$ cat config.mk
export PLATFORM = sky130hd
export DESIGN_NAME = pulse_rate_monitor
export DESIGN_NICKNAME = d
export VERILOG_FILES = /design/src/rtl/pulse_rate_monitor.sv
export SDC_FILE = /design/constraint.sdc
export NUM_CORES = 1
export LEC_CHECK = 0
export ABC_AREA = 1
export CORE_MARGIN = 1.5
export CORE_UTILIZATION = 30
export CTS_CLUSTER_DIAMETER = 30
export CTS_CLUSTER_SIZE = 40
export DETAILED_ROUTE_END_ITERATION = 8
export GPL_ROUTABILITY_DRIVEN = 0
export PLACE_DENSITY_LB_ADDON = 0.2
export SLEW_MARGIN = 20
export SYNTH_ARGS = -nofsm -noshare
export SYNTH_HDL_FRONTEND = slang
export SYNTH_SLANG_ARGS = --single-unit
$ cat constraint.sdc
create_clock -name clk -period 6.8 [get_ports clk]
set_input_delay 1.36 -clock clk [delete_from_list [all_inputs] [get_ports clk]]
set_output_delay 1.36 -clock clk [all_outputs]
set_load 0.01 [all_outputs]
$ cat src/rtl/pulse_rate_monitor.sv
// -----------------------------------------------------------------------------
// pulse_rate_monitor
//
// Heart-rate measurement core. Debounced sensor edges are counted over a
// programmable window, scaled to beats per minute, compared against alarm
// thresholds and shown on a multiplexed 7-segment display.
//
// Ports
//   clk, rst_n        system clock, asynchronous active-low reset
//   start             begin a measurement (taken in IDLE only)
//   cls               synchronous abort/clear, overrides start
//   cont              restart automatically after each capture
//   pulse_in          asynchronous sensor pulse
//   mode              alarm mode: 00 off, 01 high, 10 low, 11 band
//   thr_lo, thr_hi    alarm thresholds
//   bpm, valid        last captured rate and its one-cycle update strobe
//   alarm             alarm flag, held between captures
//   en_count, en_cap  FSM phase indicators (counting / capture cycle)
//   clear, busy       clear cycle indicator / FSM not idle
//   seg, an           active-high segments (seg[0]=a), active-low digit select
// -----------------------------------------------------------------------------
module pulse_rate_monitor #(
    parameter int CNT_W      = 8,
    parameter int DIGITS     = 3,
    parameter int WIN_CYCLES = 100_000_000,
    parameter int SCALE      = 6,
    parameter int LOCKOUT    = 2_000_000,
    parameter int REFRESH    = 10_000
) (
    input  logic              clk,
    input  logic              rst_n,
    input  logic              start,
    input  logic              cls,
    input  logic              cont,
    input  logic              pulse_in,
    input  logic [1:0]        mode,
    input  logic [CNT_W-1:0]  thr_lo,
    input  logic [CNT_W-1:0]  thr_hi,
    output logic [CNT_W-1:0]  bpm,
    output logic              valid,
    output logic              alarm,
    output logic              en_count,
    output logic              en_cap,
    output logic              clear,
    output logic              busy,
    output logic [6:0]        seg,
    output logic [DIGITS-1:0] an
);

    localparam int WIN_W    = $clog2(WIN_CYCLES + 1);
    localparam int LOCK_W   = $clog2(LOCKOUT + 1);
    localparam int PROD_W   = CNT_W + $clog2(SCALE + 1);
    // Enough BCD digits for any CNT_W-bit value, and never fewer than shown.
    localparam int BCD_NEED = (CNT_W + 2) / 3;
    localparam int BCD_D    = (BCD_NEED > DIGITS) ? BCD_NEED : DIGITS;
    localparam int BCD_W    = 4 * BCD_D;
    localparam int SH_W     = $clog2(CNT_W + 1);
    localparam int REF_W    = (REFRESH > 1) ? $clog2(REFRESH) : 1;
    localparam int IDX_W    = (DIGITS > 1) ? $clog2(DIGITS) : 1;

    typedef enum logic [1:0] {
        S_IDLE    = 2'd0,
        S_CLEAR   = 2'd1,
        S_COUNT   = 2'd2,
        S_CAPTURE = 2'd3
    } state_t;

    state_t              r_state;
    state_t              w_state_nxt;
    logic [1:0]          r_sync;
    logic                r_sync_d;
    logic                w_edge;
    logic                w_accept;
    logic [WIN_W-1:0]    r_win;
    logic                w_win_done;
    logic [CNT_W-1:0]    r_pulse_cnt;
    logic [LOCK_W-1:0]   r_lock;
    logic [PROD_W-1:0]   w_product;
    logic [CNT_W-1:0]    w_bpm_sat;
    logic                w_alarm_nxt;
    logic [CNT_W-1:0]    r_bpm;
    logic                r_valid;
    logic                r_alarm;
    logic                r_conv;
    logic [CNT_W-1:0]    r_bin;
    logic [BCD_W-1:0]    r_bcd;
    logic [BCD_W-1:0]    w_bcd_adj;
    logic [BCD_W-1:0]    w_bcd_shift;
    logic [SH_W-1:0]     r_sh_cnt;
    logic [4*DIGITS-1:0] r_digits;
    logic [REF_W-1:0]    r_ref;
    logic [IDX_W-1:0]    r_idx;
    logic [DIGITS-1:0]   w_blank_mask;
    logic [3:0]          w_digit;
    logic [DIGITS-1:0]   w_an;
    logic [6:0]          w_seg;

    function automatic logic [6:0] seg_decode(input logic [3:0] d);
        case (d)
            4'd0:    return 7'h3F;
            4'd1:    return 7'h06;
            4'd2:    return 7'h5B;
            4'd3:    return 7'h4F;
            4'd4:    return 7'h66;
            4'd5:    return 7'h6D;
            4'd6:    return 7'h7D;
            4'd7:    return 7'h07;
            4'd8:    return 7'h7F;
            4'd9:    return 7'h6F;
            default: return 7'h00;
        endcase
    endfunction

    // ---------------------------------------------------------------- input path
    // NOTE: state is updated with non-blocking assignments so every flop in the
    // chain samples the pre-edge value; blocking here would collapse the
    // synchroniser into a single stage.
    always_ff @(posedge clk or negedge rst_n) begin
        if (!rst_n) begin
            r_sync   <= 2'b00;
            r_sync_d <= 1'b0;
        end else begin
            r_sync   <= {r_sync[0], pulse_in};
            r_sync_d <= r_sync[1];
        end
    end

    assign w_edge   = r_sync[1] & ~r_sync_d;
    assign w_accept = en_count & w_edge & (r_lock == '0);

    // ---------------------------------------------------------------------- FSM
    always_ff @(posedge clk or negedge rst_n) begin
        if (!rst_n) r_state <= S_IDLE;
        else        r_state <= w_state_nxt;
    end

    assign w_win_done = (r_win == WIN_W'(WIN_CYCLES - 1));

    // NOTE: every combinational output gets a default before the case so no
    // path leaves it unassigned, which would otherwise infer a latch.
    always_comb begin
        w_state_nxt = r_state;
        case (r_state)
            S_IDLE:    if (start)      w_state_nxt = S_CLEAR;
            S_CLEAR:                   w_state_nxt = S_COUNT;
            S_COUNT:   if (w_win_done) w_state_nxt = S_CAPTURE;
            S_CAPTURE:                 w_state_nxt = cont ? S_CLEAR : S_IDLE;
            default:                   w_state_nxt = S_IDLE;
        endcase
        if (cls) w_state_nxt = S_IDLE;
    end

    assign clear    = (r_state == S_CLEAR);
    assign en_count = (r_state == S_COUNT);
    assign en_cap   = (r_state == S_CAPTURE);
    assign busy     = (r_state != S_IDLE);

    // ------------------------------------------ window timer, pulses, lockout
    always_ff @(posedge clk or negedge rst_n) begin
        if (!rst_n) begin
            r_win       <= '0;
            r_pulse_cnt <= '0;
            r_lock      <= '0;
        end else if (clear) begin
            r_win       <= '0;
            r_pulse_cnt <= '0;
            r_lock      <= '0;
        end else begin
            if (en_count) r_win <= r_win + 1'b1;
            if (w_accept) begin
                if (r_pulse_cnt != '1) r_pulse_cnt <= r_pulse_cnt + 1'b1;
                r_lock <= LOCK_W'(LOCKOUT - 1);
            end else if (r_lock != '0) begin
                r_lock <= r_lock - 1'b1;
            end
        end
    end

    // ------------------------------------------------------- capture and alarm
    // Product is formed at full width so overflow saturates instead of wrapping.
    assign w_product = PROD_W'(r_pulse_cnt) * PROD_W'(SCALE);
    assign w_bpm_sat = (|w_product[PROD_W-1:CNT_W]) ? '1 : w_product[CNT_W-1:0];

    always_comb begin
        w_alarm_nxt = 1'b0;
        case (mode)
            2'b01:   w_alarm_nxt = (w_bpm_sat > thr_hi);
            2'b10:   w_alarm_nxt = (w_bpm_sat < thr_lo);
            2'b11:   w_alarm_nxt = (w_bpm_sat < thr_lo) | (w_bpm_sat > thr_hi);
            default: w_alarm_nxt = 1'b0;
        endcase
    end

    always_ff @(posedge clk or negedge rst_n) begin
        if (!rst_n) begin
            r_bpm   <= '0;
            r_valid <= 1'b0;
            r_alarm <= 1'b0;
        end else begin
            r_valid <= 1'b0;
            if (cls) begin
                r_bpm   <= '0;
                r_alarm <= 1'b0;
            end else if (en_cap) begin
                r_bpm   <= w_bpm_sat;
                r_alarm <= w_alarm_nxt;
                r_valid <= 1'b1;
            end
        end
    end

    assign bpm   = r_bpm;
    assign valid = r_valid;
    assign alarm = r_alarm;

    // ----------------------------------------------- sequential double-dabble
    always_comb begin
        w_bcd_adj = r_bcd;
        for (int i = 0; i < BCD_D; i++) begin
            if (r_bcd[4*i +: 4] >= 4'd5) w_bcd_adj[4*i +: 4] = r_bcd[4*i +: 4] + 4'd3;
        end
    end

    assign w_bcd_shift = {w_bcd_adj[BCD_W-2:0], r_bin[CNT_W-1]};

    // Displayed digits only change on the final shift, so the display never
    // shows a half-converted value.
    always_ff @(posedge clk or negedge rst_n) begin
        if (!rst_n) begin
            r_conv   <= 1'b0;
            r_bin    <= '0;
            r_bcd    <= '0;
            r_sh_cnt <= '0;
            r_digits <= '0;
        end else if (cls) begin
            r_conv   <= 1'b0;
            r_digits <= '0;
        end else if (en_cap) begin
            r_conv   <= 1'b1;
            r_bin    <= w_bpm_sat;
            r_bcd    <= '0;
            r_sh_cnt <= '0;
        end else if (r_conv) begin
            r_bcd    <= w_bcd_shift;
            r_bin    <= {r_bin[CNT_W-2:0], 1'b0};
            r_sh_cnt <= r_sh_cnt + 1'b1;
            if (r_sh_cnt == SH_W'(CNT_W - 1)) begin
                r_conv   <= 1'b0;
                r_digits <= w_bcd_shift[4*DIGITS-1:0];
            end
        end
    end

    // ------------------------------------------------------------ display scan
    always_ff @(posedge clk or negedge rst_n) begin
        if (!rst_n) begin
            r_ref <= '0;
            r_idx <= '0;
        end else if (r_ref == REF_W'(REFRESH - 1)) begin
            r_ref <= '0;
            r_idx <= (r_idx == IDX_W'(DIGITS - 1)) ? '0 : r_idx + 1'b1;
        end else begin
            r_ref <= r_ref + 1'b1;
        end
    end

    // A digit is blanked when it and every digit above it are zero; digit 0
    // is excluded so a zero reading still shows "0".
    always_comb begin
        logic v_all_zero;
        v_all_zero   = 1'b1;
        w_blank_mask = '0;
        for (int i = DIGITS - 1; i > 0; i--) begin
            v_all_zero      = v_all_zero & (r_digits[4*i +: 4] == 4'd0);
            w_blank_mask[i] = v_all_zero;
        end
    end

    always_comb begin
        w_an          = '1;
        w_an[r_idx]   = 1'b0;
        w_digit       = r_digits[r_idx*4 +: 4];
        w_seg         = w_blank_mask[r_idx] ? 7'h00 : seg_decode(w_digit);
    end

    assign an  = w_an;
    assign seg = w_seg;

endmodule
; ---- Word-level counts from Yosys, hierarchy flattened
; Memory sizes are Yosys's and may differ from the RTL's.
; Cells that the tools add are included.
[totals]
regBits = 124
latch_bits = 0
ramBits = 0
rom_bits = 112
inputBits = 24
out_inout_bits = 24
wordCells = 122
memories = 1
[memory_table]
columns = name, depth, word_bits, read_ports, rd_ports_with_merged_regs, wr, line
row1 = (no name shown), 16, 7, 1, 0, 0, 99  ; case (d)
[classes]
addsub = 9
n_mul = 1
n_div = 0
magnitude_cmp = 7
eq_ne = 14
n_shift = 1
n_mux = 45
bitwise = 8
reduce_logical = 20
[ops]
columns = cell, count
row1 = $mux W12, 6
row2 = $mux W8, 8
row3 = $mux W21, 3
row4 = $mux W27, 2
row5 = $add A27 B1 Y27 const B, 1
row6 = $eq A27 B27 Y1 const B, 1
row7 = $logic_not A21 Y1, 1
row8 = $reduce_bool A21 Y1, 1
row9 = $sub A21 B1 Y21 const B, 1
row10 = $mux W4, 4
row11 = $reduce_bool A2 Y1, 8
row12 = $add A14 B1 Y14 const B, 1
row13 = $eq A14 B14 Y1 const B, 1
row14 = $mux W14, 1
row15 = $ge A4 B3 Y1 const B, 3
row16 = $shiftx A12 B5 Y4, 1
row17 = $mux W1, 11
row18 = $eq A2 B2 Y1 const B, 5
row19 = $mul A8 B2 Y10 const B, 1
row20 = $add A4 B2 Y4 const B, 2
row21 = $add A8 B1 Y8 const B, 1
row22 = $gt A8 B8 Y1, 1
row23 = $logic_not A4 Y1, 2
row24 = $lt A8 B8 Y1, 1
row25 = 28 further kinds, 38

; ---- Logic depth before layout (Yosys ltp)
[logic_depth]
depth_word = 8
mapped_depth = 22
depth_no_buf = 22

; ---- Least setup slack after synthesis
; OpenSTA, ideal clock, no wires.
[synth_timing]
path_type = register to output
from = register r_idx[0]
to = output port seg[3]
arrival_ns = 1.639
t_required_ns = 5.440
setup_slack_ns = 3.801
path_stages_with_launch = 10
path_buffers = 0
cell_sequence = dfrtp_1 > nand2_1 > inv_1 > a22oi_1 > o21a_1 > inv_1 > ha_1 > o21ai_0 > nor2_1 > nor2_1
[synth_via]
elab_chain_len = 3
[synth_rtl]
columns = element, line
row1 = start: declaration, 92  ; logic [IDX_W-1:0] r_idx;
row2 = start signal: assignment, 261  ; r_idx <= (r_idx == IDX_W'(DIGITS - 1)) ? '0 : r_idx + 1'b1;
row3 = $shiftx A12 B5 Y4 or $bmux W1 S2 (tied branches), "282, 283"
row4 = $mem_v2 Z16 W7 or $mux W1 (tied branches), n/a
row5 = $mux W7 *, 283  ; w_seg = w_blank_mask[r_idx] ? 7'h00 : seg_decode(w_digit);
row6 = end: declaration, 46  ; output logic [6:0] seg,
; Mark *: on every way between the ends. The rest lies on a longest branch, timed or not. The select of a mux whose other input is x is not followed.

; ---- Worst setup path after layout
[layout_timing]
from = register r_idx[0]
to = output port seg[0]
; Same word-level chain as after synthesis.

==> impl_metrics.csv <==
group,metric,value,unit
detailed_routing,vias,5847,
sta,setup_viol,0,
min_path,hold_depth,0,
floorplanning,start_util,0.3049,
worst_setup_path,worst_path_most_repeated_cell,"nor2_1",
worst_setup_path,slowest_stage,"clkdlybuf4s50_1",
detailed_routing,drc,0,
global_routing,grt_overflow,0,
yosys,ys_seq_elements,124,
sta,fin_skew,10.62,ps
global_routing,grt_pass1_wl,27830,µm
detailed_routing,drtIter0Drc,279,
floorplanning,die_w,157.2,µm
floorplanning,die-area,24720,µm²
global_routing,grt_antenna_before_repair,0,
sta,final.setup.tns,0,ps
floorplanning,die_h,157.2,µm
detailed_routing,dr.pass1.iters,5,
global_routing,grt.total_usage,0.1414,
worst_setup_path,worstPathCellList,"nor2_1 -> a22oi_1 -> o21a_1 -> inv_1 -> nor2_1 -> o21ai_0 -> nor2_1 -> clkdlybuf4s50_1",
worst_setup_path,r2r_cells,20,
clock_network,cts_setup_buffers,0,
clock_network,cts_buffers,17,
worst_setup_path,reg2reg_slack,3500,ps
sta,hold_viol_final,0,
yosys,syn_inst,891,
min_path,min_from,"r_sync[1]$_DFF_PN0_",
worst_setup_path,cp-start-kind,"flip-flop",
power,combPwrFrac,0.322,
sta,slew_headroom,0.4471,
power,p_switching,1.026,mW
worst_setup_path,worst-path-buf-inv,2,
clock_network,cts_root_buf,"clkbuf_16",
clock_network,clkLatencyLatePin,420,ps
power,p_int,1.755,mW
sta,rsz0062_at_grt,"false",
sta,tightest_slew,826.2,ps
yosys,synth_edf_count,0,
yosys,synth_largest_area_cell,"dfrtp_1",
worst_setup_path,worstPathRequired,5440,ps
global_routing,grt_pass1_vias,5664,
clock_network,cts_tree,"done",
power,clkPwrFrac,0.322,
sta,clock.fmax,0.2478,GHz
sta,period_needed,4036,ps
yosys,synthTopCellsByArea,"dfrtp_1 43%, ha_1 7.7%, nand2_1 7.7%, inv_1 7.4%, o21ai_0 5.8%",
placement,dp.cells,1250,
clock_network,cts_resized,0,
placement,portBuffers,47,
detailed_routing,vias_per_cell,4.561,
placement,dp_hpwl,11900,µm
clock_network,clk_pin_slew,60,ps
status,status,"finished clean",
detailed_routing,ant_nets,0,
worst_setup_path,critical-path-top-delay-family,"compound AO/OA/AOI/OAI gates",
sta,fin_crit_sh,0.5935,
power,leakage,4.051,nW
yosys,ys_warn_count,0,
yosys,avgSynthCellArea,8.009,µm²
power,ir_worst_vdd,168.5,µV
flow_run,drv_cap,0,
worst_setup_path,r2r-end,"alarm$_DFFE_PN0P_",
yosys,synth_top_area_frac,0.4349,
clock_network,clock_path_buffers,2,
worst_setup_path,r2r-start,"r_pulse_cnt[0]$_DFFE_PN0P_",
worst_setup_path,worst_ep_arrival_time,2680,ps
finish,final_cells,1282,
worst_setup_path,crit_type,"reg -> out",
clock_network,cts_sinks,124,
clock_network,h-tree-depth,4,
detailed_routing,wire_per_inst,12.60,µm
min_path,hold_class,"reg -> reg",
sta,drv_slew,0,
finish,num_antenna_cells,0,
worst_setup_path,max_stage_delay,500,ps
finish,layout-drive-gt1-share,0.07373,
yosys,synth_fp_nets,960,
floorplanning,coreArea,23400,µm²
min_path,whs_endpoint,"r_sync_d$_DFF_PN0_",
power,seqPwrFrac,0.356,
finish,syn2layout_area_growth,20.06,%
global_routing,grt_max_degree,73,
yosys,yosysUniqueCellTypes,50,
power,powerDensity,324.6,nW/µm²
finish,fill_cells,2443,
sta,holdWs,379.5,ps
worst_setup_path,critPathCaptureType,"output pin",
floorplanning,rows,56,
yosys,netlist_area,7136,µm²
floorplanning,ios,48,
clock_network,hold_buffers,0,
yosys,synth_flop_cell,"dfrtp_1",
detailed_routing,drt_wl_total,16160,µm
power,switching_share,0.3689,
yosys,yosysSeqAreaShare,0.4349,
yosys,async_flop_share,1.000,
worst_setup_path,worst-path-max-fanout,8,
finish,fin_nets,1019,
[routing by layer]
metal / global-route usage / wire (µm)
met1: 0.1956 / 8262
met5: 0 / 0
met3: 0.02478 / 439
met2: 0.2259 / 7293
met4: 0.04043 / 164
[cells by family (layout without fill, tap and decap cells)]
kind of cell | after synthesis | in the layout | share of synthesized area
flops | 124 | 124 | 0.4349
buf+inv | 156 | 228 | 0.08329
compound gates | 192 | 192 | 0.1499
xor+xnor | 20 | 20 | 0.02455
simple gates | 354 | 354 | 0.2274
fa+ha+maj | 45 | 45 | 0.07996
[synthesized netlist by cell type, types with 7 or more instances]
library cell  number
nor4_1             8
xor2_1            13
dfrtp_1          124
o22ai_1           14
nor2_1            86
o21a_1             8
a21oi_1           58
o21ai_0           83
inv_1            141
xnor2_1            7
ha_1              44
nand4_1            8
nand3_1           45
nor2_2            10
nor3_1            27
nand2_1          146
[worst max path at each step]
stage                              start                 endpoint  slack (ps)  cells past startpoint
floorplan           r_idx[0]$_DFFE_PN0N_                   seg[3]        3800                      9
global placement                     cls  r_sh_cnt[3]$_DFFE_PN0P_        3090                      9
detailed placement                   cls  r_sh_cnt[3]$_DFFE_PN0P_        3060                      9
CTS                 r_idx[0]$_DFFE_PN0N_                   seg[0]        2740                      8
global route        r_idx[0]$_DFFE_PN0N_                   seg[0]        2380                      8
finish              r_idx[0]$_DFFE_PN0N_                   seg[0]        2760                      8
[state kept, by name, summed over array words and instances, names as in the netlist]
signal,count
r_ref,14
r_idx,2
r_sh_cnt,4
valid,1
alarm,1
r_lock,21
r_conv,1
bpm,8
r_digits,12
r_sync,2
r_win,27
r_pulse_cnt,8
r_bin,8
r_sync_d,1
r_state,2
r_bcd,12
[placed cells by master (no fill, tap or decap), types with 3 or more instances in the layout]
cell | Yosys | routed
nor4_1 | 8 | 8
nand3_1 | 45 | 45
o31ai_1 | 3 | 3
a31oi_1 | 6 | 6
nand2_1 | 146 | 146
xnor2_1 | 7 | 7
clkinv_2 | 1 | 3
xor2_1 | 13 | 13
a21oi_1 | 58 | 58
nor2_4 | 4 | 4
o211ai_1 | 3 | 3
clkbuf_16 | 0 | 17
o21ai_0 | 83 | 83
o22ai_1 | 14 | 14
inv_1 | 141 | 141
nand2_2 | 5 | 5
a22oi_1 | 4 | 4
nand4_1 | 8 | 8
clkinv_4 | 0 | 4
dfrtp_1 | 124 | 124
clkdlybuf4s50_1 | 0 | 46
o21a_1 | 8 | 8
nor3_1 | 27 | 27
ha_1 | 44 | 44
nor2_1 | 86 | 86
or2_2 | 5 | 5
a211oi_1 | 3 | 3
nor2_2 | 10 | 10
[power by group through the flow]
stage | registers, mW | logic, mW | clock network [mW]
floorplan | 0.976 | 0.671 | 0
global placement | 1.00 | 0.901 | 0
detailed placement | 1.00 | 0.908 | 0
CTS | 0.990 | 0.913 | 0.917
global route | 1.01 | 1.04 | 0.956
finish | 0.991 | 0.895 | 0.896
[final cells by class]
cell class | instances | area, µm² | area share
well taps | 319 | 399.1 | 0.04659
inverters | 147 | 555.5 | 0.06485
multi-input cells | 611 | 3438 | 0.4013
clock inverters | 12 | 137.6 | 0.01607
repair buffers | 49 | 486.7 | 0.05681
clock buffers | 20 | 446.7 | 0.05214
flip-flops and latches | 124 | 3103 | 0.3622
[worst register-to-register path, cell delays in order (launching register included)]
cell and delay, ps:
dfrtp_1 430, ha_1 320, fa_1 400, nand2_1 100, nand2_1 70, nand3_1 80
nand2_1 70, nand2_1 60, nand2_1 40, nor2_1 120, nand2_1 210, inv_1 130
nand3_1 190, ha_1 360, nand2_1 80, nor3_1 180, nand3_1 110, nand3_1 90
nand2_1 50, nand2_1 50, nand2_1 40
[per-stage QoR]
| step | setup WS, ps | total power [mW] | util | cell area (µm²) |
|---|---|---|---|---|
| after global placement | 3091 | 1.901 | 0.3411 | 7983 |
| after floorplan | 3801 | 1.647 | - | 7136 |
| final | 2764 | 2.781 | 0.3661 | 8567 |
| after detailed placement | 3061 | 1.909 | 0.3411 | 7983 |
| after global routing | 2384 | 3.013 | 0.3661 | 8567 |
| after CTS | 2741 | 2.821 | 0.3661 | 8567 |
No activity file was read; power rests on OpenSTA's default activity.
